--- src/rtl/haz_pkg.sv ---
// ---------------------------------------------------------------------------
// haz_pkg
// Shared constants for the hazard/forwarding controller.
//   FWD_*  : 3-bit forward-select codes driven on each execute operand mux
//   FWD_W  : width of one forward-select field
//   CNT_W  : width of the optional performance counters
// ---------------------------------------------------------------------------
package haz_pkg;

    localparam int FWD_W = 3;
    localparam int CNT_W = 32;

    localparam logic [FWD_W-1:0] FWD_RF    = 3'd0;  // register file value
    localparam logic [FWD_W-1:0] FWD_RESW  = 3'd1;  // ResultW  (W port 0)
    localparam logic [FWD_W-1:0] FWD_ALUM  = 3'd2;  // ALUOutM  (M port 0)
    localparam logic [FWD_W-1:0] FWD_ALU2M = 3'd3;  // ALUOut2M (M port 1)
    localparam logic [FWD_W-1:0] FWD_RES2W = 3'd4;  // Result2W (W port 1)

endpackage

--- src/rtl/haz_fwd_sel.sv ---
// ---------------------------------------------------------------------------
// haz_fwd_sel
// Forward-select priority encoder for one execute-stage operand. Compares
// the operand tag against the destination tags held in the M and W slots and
// returns the nearest producer.
//
// Ports:
//   src      in  REG_AW         operand register index (E slot)
//   src_v    in  1              operand is actually read
//   m_dst    in  NUM_WP*REG_AW  M-slot destination indices
//   m_dst_v  in  NUM_WP         M-slot per-port write enables
//   w_dst    in  NUM_WP*REG_AW  W-slot destination indices
//   w_dst_v  in  NUM_WP         W-slot per-port write enables
//   sel      out 3              FWD_* code for this operand
// ---------------------------------------------------------------------------
module haz_fwd_sel
    import haz_pkg::*;
#(
    parameter int REG_AW = 4,
    parameter int NUM_WP = 2,
    parameter int PC_REG = 15
) (
    input  logic [REG_AW-1:0]        src,
    input  logic                     src_v,
    input  logic [NUM_WP*REG_AW-1:0] m_dst,
    input  logic [NUM_WP-1:0]        m_dst_v,
    input  logic [NUM_WP*REG_AW-1:0] w_dst,
    input  logic [NUM_WP-1:0]        w_dst_v,
    output logic [FWD_W-1:0]         sel
);

    localparam logic [REG_AW-1:0] PC_IDX = REG_AW'(PC_REG);

    // The PC is never forwarded: its value comes from the fetch path.
    logic src_ok;
    assign src_ok = src_v && (src != PC_IDX);

    // Only write ports 0 and 1 have result paths back to execute.
    logic [1:0] hit_m;
    logic [1:0] hit_w;

    for (genvar p = 0; p < 2; p++) begin : g_port
        if (p < NUM_WP) begin : g_hit
            assign hit_m[p] = src_ok && m_dst_v[p] && (m_dst[p*REG_AW +: REG_AW] == src);
            assign hit_w[p] = src_ok && w_dst_v[p] && (w_dst[p*REG_AW +: REG_AW] == src);
        end else begin : g_none
            assign hit_m[p] = 1'b0;
            assign hit_w[p] = 1'b0;
        end
    end

    // Youngest producer wins; within one instruction port 0 beats port 1.
    always_comb begin
        sel = FWD_RF;
        if (hit_m[0]) begin
            sel = FWD_ALUM;
        end else if (hit_m[1]) begin
            sel = FWD_ALU2M;
        end else if (hit_w[0]) begin
            sel = FWD_RESW;
        end else if (hit_w[1]) begin
            sel = FWD_RES2W;
        end
    end

endmodule

--- src/rtl/hazard_unit_n.sv ---
// ---------------------------------------------------------------------------
// hazard_unit_n
// Forwarding / hazard controller for the 5-stage core. Tracks the register
// tags of the instructions in E (p0), M (p1) and W (p2) and produces operand
// forward selects, the load-use stall and the branch flush controls.
//
// Optional feature macro: HAZ_PERF_CNT_EN
//   defined   -> stall_cnt / flush_cnt count stall and branch-flush cycles
//   undefined -> both counter outputs are tied to 0, no counter flops
//
// Ports:
//   clk             in  1               clock
//   reset           in  1               synchronous active-high reset
//   d_src           in  NUM_SRC*REG_AW  decode source indices, op i at [i*REG_AW +: REG_AW]
//   d_src_v         in  NUM_SRC         decode per-operand read valid
//   d_dst           in  NUM_WP*REG_AW   decode destination indices
//   d_dst_v         in  NUM_WP          decode per-port write enable
//   d_is_load       in  1               decode instruction loads into port 0
//   branch_taken_e  in  1               branch in execute resolved taken
//   fwd_sel         out NUM_SRC*3       per-operand FWD_* select
//   stall_f         out 1               hold PC
//   stall_d         out 1               hold F/D register
//   flush_d         out 1               clear F/D register
//   flush_e         out 1               bubble into D/E register
//   stall_cnt       out 32              load-use stall cycles
//   flush_cnt       out 32              branch flush cycles
// ---------------------------------------------------------------------------
module hazard_unit_n
    import haz_pkg::*;
#(
    parameter int NUM_SRC = 4,
    parameter int NUM_WP  = 2,
    parameter int REG_AW  = 4,
    parameter int PC_REG  = 15
) (
    input  logic                       clk,
    input  logic                       reset,
    input  logic [NUM_SRC*REG_AW-1:0]  d_src,
    input  logic [NUM_SRC-1:0]         d_src_v,
    input  logic [NUM_WP*REG_AW-1:0]   d_dst,
    input  logic [NUM_WP-1:0]          d_dst_v,
    input  logic                       d_is_load,
    input  logic                       branch_taken_e,
    output logic [NUM_SRC*FWD_W-1:0]   fwd_sel,
    output logic                       stall_f,
    output logic                       stall_d,
    output logic                       flush_d,
    output logic                       flush_e,
    output logic [CNT_W-1:0]           stall_cnt,
    output logic [CNT_W-1:0]           flush_cnt
);

    localparam logic [REG_AW-1:0] PC_IDX = REG_AW'(PC_REG);

    // Tag slots: p0 = E, p1 = M, p2 = W. The M-slot load flag is not kept:
    // a load reaching M with a dependent in E is prevented by the stall.
    logic [NUM_SRC*REG_AW-1:0] src_p0;
    logic [NUM_SRC-1:0]        src_vld_p0;
    logic [NUM_WP*REG_AW-1:0]  dst_p0;
    logic [NUM_WP-1:0]         dst_vld_p0;
    logic                      load_vld_p0;
    logic [NUM_WP*REG_AW-1:0]  dst_p1;
    logic [NUM_WP-1:0]         dst_vld_p1;
    logic [NUM_WP*REG_AW-1:0]  dst_p2;
    logic [NUM_WP-1:0]         dst_vld_p2;

    logic ld_hit;
    logic ldstall;

    // Decode -> E, E -> M, M -> W: valids (reset and flush apply here)
    always_ff @(posedge clk) begin
        if (reset) begin
            src_vld_p0  <= '0;
            dst_vld_p0  <= '0;
            load_vld_p0 <= 1'b0;
            dst_vld_p1  <= '0;
            dst_vld_p2  <= '0;
        end else begin
            if (flush_e) begin
                src_vld_p0  <= '0;
                dst_vld_p0  <= '0;
                load_vld_p0 <= 1'b0;
            end else begin
                src_vld_p0  <= d_src_v;
                dst_vld_p0  <= d_dst_v;
                load_vld_p0 <= d_is_load;
            end
            dst_vld_p1 <= dst_vld_p0;
            dst_vld_p2 <= dst_vld_p1;
        end
    end

    // Decode -> E, E -> M, M -> W: tags (meaningless while their valid is 0)
    always_ff @(posedge clk) begin
        src_p0 <= d_src;
        dst_p0 <= d_dst;
        dst_p1 <= dst_p0;
        dst_p2 <= dst_p1;
    end

    for (genvar i = 0; i < NUM_SRC; i++) begin : g_src
        haz_fwd_sel #(
            .REG_AW (REG_AW),
            .NUM_WP (NUM_WP),
            .PC_REG (PC_REG)
        ) u_fwd_sel (
            .src     (src_p0[i*REG_AW +: REG_AW]),
            .src_v   (src_vld_p0[i]),
            .m_dst   (dst_p1),
            .m_dst_v (dst_vld_p1),
            .w_dst   (dst_p2),
            .w_dst_v (dst_vld_p2),
            .sel     (fwd_sel[i*FWD_W +: FWD_W])
        );
    end

    // Only the primary (load data) port of a load in E can stall decode;
    // the secondary port carries the base writeback, available from M.
    always_comb begin
        ld_hit = 1'b0;
        for (int i = 0; i < NUM_SRC; i++) begin
            if (d_src_v[i]
                && (d_src[i*REG_AW +: REG_AW] != PC_IDX)
                && (d_src[i*REG_AW +: REG_AW] == dst_p0[REG_AW-1:0])) begin
                ld_hit = 1'b1;
            end
        end
    end

    assign ldstall = load_vld_p0 && dst_vld_p0[0] && ld_hit;

    // A taken branch discards the decode instruction, so it never stalls.
    assign stall_f = ldstall && !branch_taken_e;
    assign stall_d = ldstall && !branch_taken_e;
    assign flush_d = branch_taken_e;
    assign flush_e = ldstall || branch_taken_e;

`ifdef HAZ_PERF_CNT_EN
    logic [CNT_W-1:0] stall_cnt_q;
    logic [CNT_W-1:0] flush_cnt_q;

    always_ff @(posedge clk) begin
        if (reset) begin
            stall_cnt_q <= '0;
            flush_cnt_q <= '0;
        end else begin
            if (stall_d) begin
                stall_cnt_q <= stall_cnt_q + CNT_W'(1);
            end
            if (branch_taken_e) begin
                flush_cnt_q <= flush_cnt_q + CNT_W'(1);
            end
        end
    end

    assign stall_cnt = stall_cnt_q;
    assign flush_cnt = flush_cnt_q;
`else
    assign stall_cnt = '0;
    assign flush_cnt = '0;
`endif

endmodule

--- config.mk ---
export PLATFORM = sky130hd
export DESIGN_NAME = hazard_unit_n
export DESIGN_NICKNAME = d
export VERILOG_FILES = /design/src/rtl/haz_pkg.sv /design/src/rtl/haz_fwd_sel.sv /design/src/rtl/hazard_unit_n.sv
export SDC_FILE = /design/constraint.sdc
export NUM_CORES = 1
export LEC_CHECK = 0
export BUFFER_PORTS_ARGS = -buffer_cell sky130_fd_sc_hd__clkbuf_2
export CORE_MARGIN = 2
export CORE_UTILIZATION = 53
export CTS_BUF_LIST = sky130_fd_sc_hd__clkbuf_8 sky130_fd_sc_hd__clkbuf_16
export DETAILED_ROUTE_END_ITERATION = 16
export PLACE_DENSITY_LB_ADDON = 0.25
export SETUP_SLACK_MARGIN = 0.3
export SLEW_MARGIN = 20
export SYNTH_ARGS = -nofsm -noshare
export SYNTH_HDL_FRONTEND = slang
export SYNTH_SLANG_ARGS = --single-unit
--- constraint.sdc ---
create_clock -name clk -period 3.8 [get_ports clk]
set_input_delay 0.76 -clock clk [delete_from_list [all_inputs] [get_ports clk]]
set_output_delay 0.76 -clock clk [all_outputs]
set_load 0.02 [all_outputs]
==> flow_metrics.env <==
export IMPL_status="completed"
export IMPL_worst_r2r_endpoint="src_vld_p0[1]"
export IMPL_grtUsageTotal_pct=16.7
export IMPL_min_path_type="reg2reg"
export IMPL_yosys_warnings=0
export IMPL_vdd_ir_drop_max_uv=284
export IMPL_clock_skew_ns=0.00871
export IMPL_crit_cells=7
export IMPL_ys_types=30
export IMPL_synth_commonest_cells="buf_4 (67), dfxtp_1 (51), xor2_1 (47)"
export IMPL_row_count=26
export IMPL_synthesis_area_um2=2900
export IMPL_r2r_start="dst_p0[0]"
export IMPL_setup_tns_ns=0
export IMPL_drc_errors=0
export IMPL_critPathMostFrequentCell="clkbuf_2"
export IMPL_final_net_count=380
export IMPL_synth_top_area_share_pct=35.3
export IMPL_postCtsHoldBufs=0
export IMPL_cts_buffers=5
export IMPL_wl_per_cell_um=11.7
export IMPL_setup_viol=0
export IMPL_worstSetupPathType="in2out"
export IMPL_crit_end="stall_f"
export IMPL_wl_met1_mm=2.22
export IMPL_synth_seq_cells=51
export IMPL_synth_cells=317
export IMPL_yosysMostFrequentCell="buf_4"
export IMPL_cp_top_family="compound AO/OA/AOI/OAI gates"
export IMPL_crit_path_end_kind="output pin"
export IMPL_period_share_pct=74.2
export IMPL_synth_edf_count=0
export IMPL_cts_max_path_buffers=2
export IMPL_fmax_mhz=355
export IMPL_numPortBuffers=49
export IMPL_grt_pass1_wl_mm=7.90
export IMPL_via_per_inst=4.38
export IMPL_insertedDiodeCount=0
export IMPL_fin_crit_ns=2.82
export IMPL_die_x_um=77.9
export IMPL_internal_power_w=0.000818
export IMPL_cts_tree="built"
export IMPL_dp_hpwl_mm=4.15
export IMPL_pre_cts_slack_ns=0.960
export IMPL_dpl_cell_count=409
export IMPL_routabilityCongestion=0.837
export IMPL_wl_met2_mm=2.33
export IMPL_hp_start="dst_p0[4]"
export IMPL_p_comb_share_pct=14.4
export IMPL_start_util_pct=55.6
export IMPL_root_buffer="clkbuf_8"
export IMPL_wirelength_mm=4.90
export IMPL_grt_antenna_before_repair=0
export IMPL_drv_cap=0
export IMPL_worstRegToRegCells=5
export IMPL_power_frac_clock_pct=32.2
export IMPL_cts_sinks=51
export IMPL_die_area_um2=6070
export IMPL_stdcell_count=417
export IMPL_crit_chain="clkbuf_2 -> xor2_1 -> nor2_2 -> o2111ai_2 -> a41oi_4 -> nor2b_1 -> clkbuf_2"
export IMPL_clk_pin_slew_ns=0.08
export IMPL_drtIter0Drc=100
export IMPL_die_h_um=77.9
export IMPL_clk_latency_ns=0.30
export IMPL_cp_slowest_cell="a41oi_4"
export IMPL_hold_viol=0
export IMPL_io_pins=114
export IMPL_tightestPinTransition_ns=0.673
export IMPL_yosys_area_top_type="dfxtp_1"
export IMPL_rsz0062_at_grt="false"
export IMPL_ys_flop_type="dfxtp_1"
export IMPL_grt_start_max_net_pins=17
export IMPL_ctsResizeCount=0
export IMPL_critPathMaxFanout=9
export IMPL_p_sw_share_pct=28.1
export IMPL_area_growth_pct=2.25
export IMPL_cts_setup_buffers=0
export IMPL_grt_ovfl_total=0
export IMPL_async_flop_share_pct=0
export IMPL_cp_arrival_ns=2.06
export IMPL_h_tree_depth=2
export IMPL_startpoint="d_src[10]"
export IMPL_cp_start_kind="input pin"
export IMPL_core_um2=5200
export IMPL_dr_pass1_iters=4
export IMPL_drive_gt1_share_pct=18.7
export IMPL_routed_top_layer="met4"
export IMPL_reg2reg_slack_ns=2.26
export IMPL_power_density_nw_per_um2=384
export IMPL_p_sw_w=0.000319
export IMPL_seq_power_share_pct=53.3
export IMPL_first_global_vias=1665
export IMPL_ant_nets=0
export IMPL_num_vias=1825
export IMPL_finalMaxSlewViolations=0
export IMPL_setup_slack_ns=0.981
export IMPL_relSlewSlack_pct=54.7
export IMPL_synth_area_top_cells="dfxtp_1 (35%), buf_4 (17%), xor2_1 (14%), xnor2_1 (8.8%), buf_2 (2.8%)"
export IMPL_yosysSeqAreaShare_pct=35.3
export IMPL_hold_worst_slack_ns=0.331
export IMPL_syn_mean_instance_area_um2=9.13
export IMPL_cp_data_required_time_ns=3.04
export IMPL_crit_buf_inv=2
export IMPL_p_leak_nw=1.34
export IMPL_met3_length_um=287
export IMPL_slowest_delay_ns=0.36
logic make-up after synthesis:
| family | Yosys count | share of synthesized area (%) |
|---|---|---|
| flip-flops | 51 | 35.3 |
| XOR/XNOR | 76 | 23.0 |
| other | 1 | 0.130 |
| AO/OA/AOI/OAI | 22 | 7.35 |
| buffers and inverters | 94 | 21.8 |
| AND/OR/NAND/NOR | 73 | 12.4 |
worst min path at each step:
stage                      to  slack [ns]  cells past startpoint
floorplan           dst_p1[4]        0.31                      0
global placement    dst_p1[4]        0.31                      0
detailed placement  dst_p1[6]        0.31                      0
CTS                 dst_p1[6]        0.33                      0
global route        dst_p1[4]        0.34                      0
finish              dst_p1[4]        0.33                      0
registers in the layout, summed over array words and instances, names as in the netlist:
name         flops
dst_vld_p1       2
src_p0          16
dst_vld_p0       2
load_vld_p0      1
dst_p1           8
dst_p0           8
dst_vld_p2       2
dst_p2           8
src_vld_p0       4
layout make-up:
| cell class | instances | area [µm²] |
|---|---|---|
| fill | 507 | 2240 |
| multi-input combinational | 235 | 1480 |
| sequential | 51 | 1020 |
| timing repair buffer | 49 | 245 |
| tap | 70 | 87.6 |
| clock buffer | 5 | 68.8 |
| clock inverter | 3 | 43.8 |
| inverter | 4 | 15.0 |
per-layer routing:
layer  vias to the layer above  GRT usage (%)
met4                         0           6.67
met2                        67           26.3
met1                       811           21.9
li1                        941              -
met3                         6           3.95
met5                         -              0
per-stage QoR:
step	cell area (µm²)	utilization [%]	power (W)
floorplan	3130	-	0.000800
global placement	2850	54.7	0.000778
detailed placement	2850	54.7	0.000782
CTS	2960	56.9	0.00114
global route	2960	56.9	0.00119
finish	2960	56.9	0.00114
power groups by stage:
| stage | Sequential, W | Clock [W] | Combinational (W) |
|---|---|---|---|
| after floorplan | 0.000587 | 0 | 0.000213 |
| after CTS | 0.000607 | 0.000375 | 0.000163 |
| final | 0.000606 | 0.000366 | 0.000164 |
| after global placement | 0.000619 | 0 | 0.000159 |
| after global routing | 0.000612 | 0.000395 | 0.000182 |
| after detailed placement | 0.000620 | 0 | 0.000162 |
cells in the final DEF, fill, tap and decap left out, drive strengths merged:
cell / n
conb: 64
xnor2: 29
nor2b: 5
inv: 4
bufinv: 1
a41oi: 5
nor3: 2
nor2: 19
nand2: 20
clkinv: 2
dfxtp: 51
or2: 1
xor2: 47
nand3: 9
nor4: 12
o2111ai: 4
nand4: 1
a21oi: 2
o21a: 1
a31oi: 4
and4: 1
a21o: 3
nor4b: 3
clkbuf: 54
o21ai: 3
(Power assumes the default switching activity.)
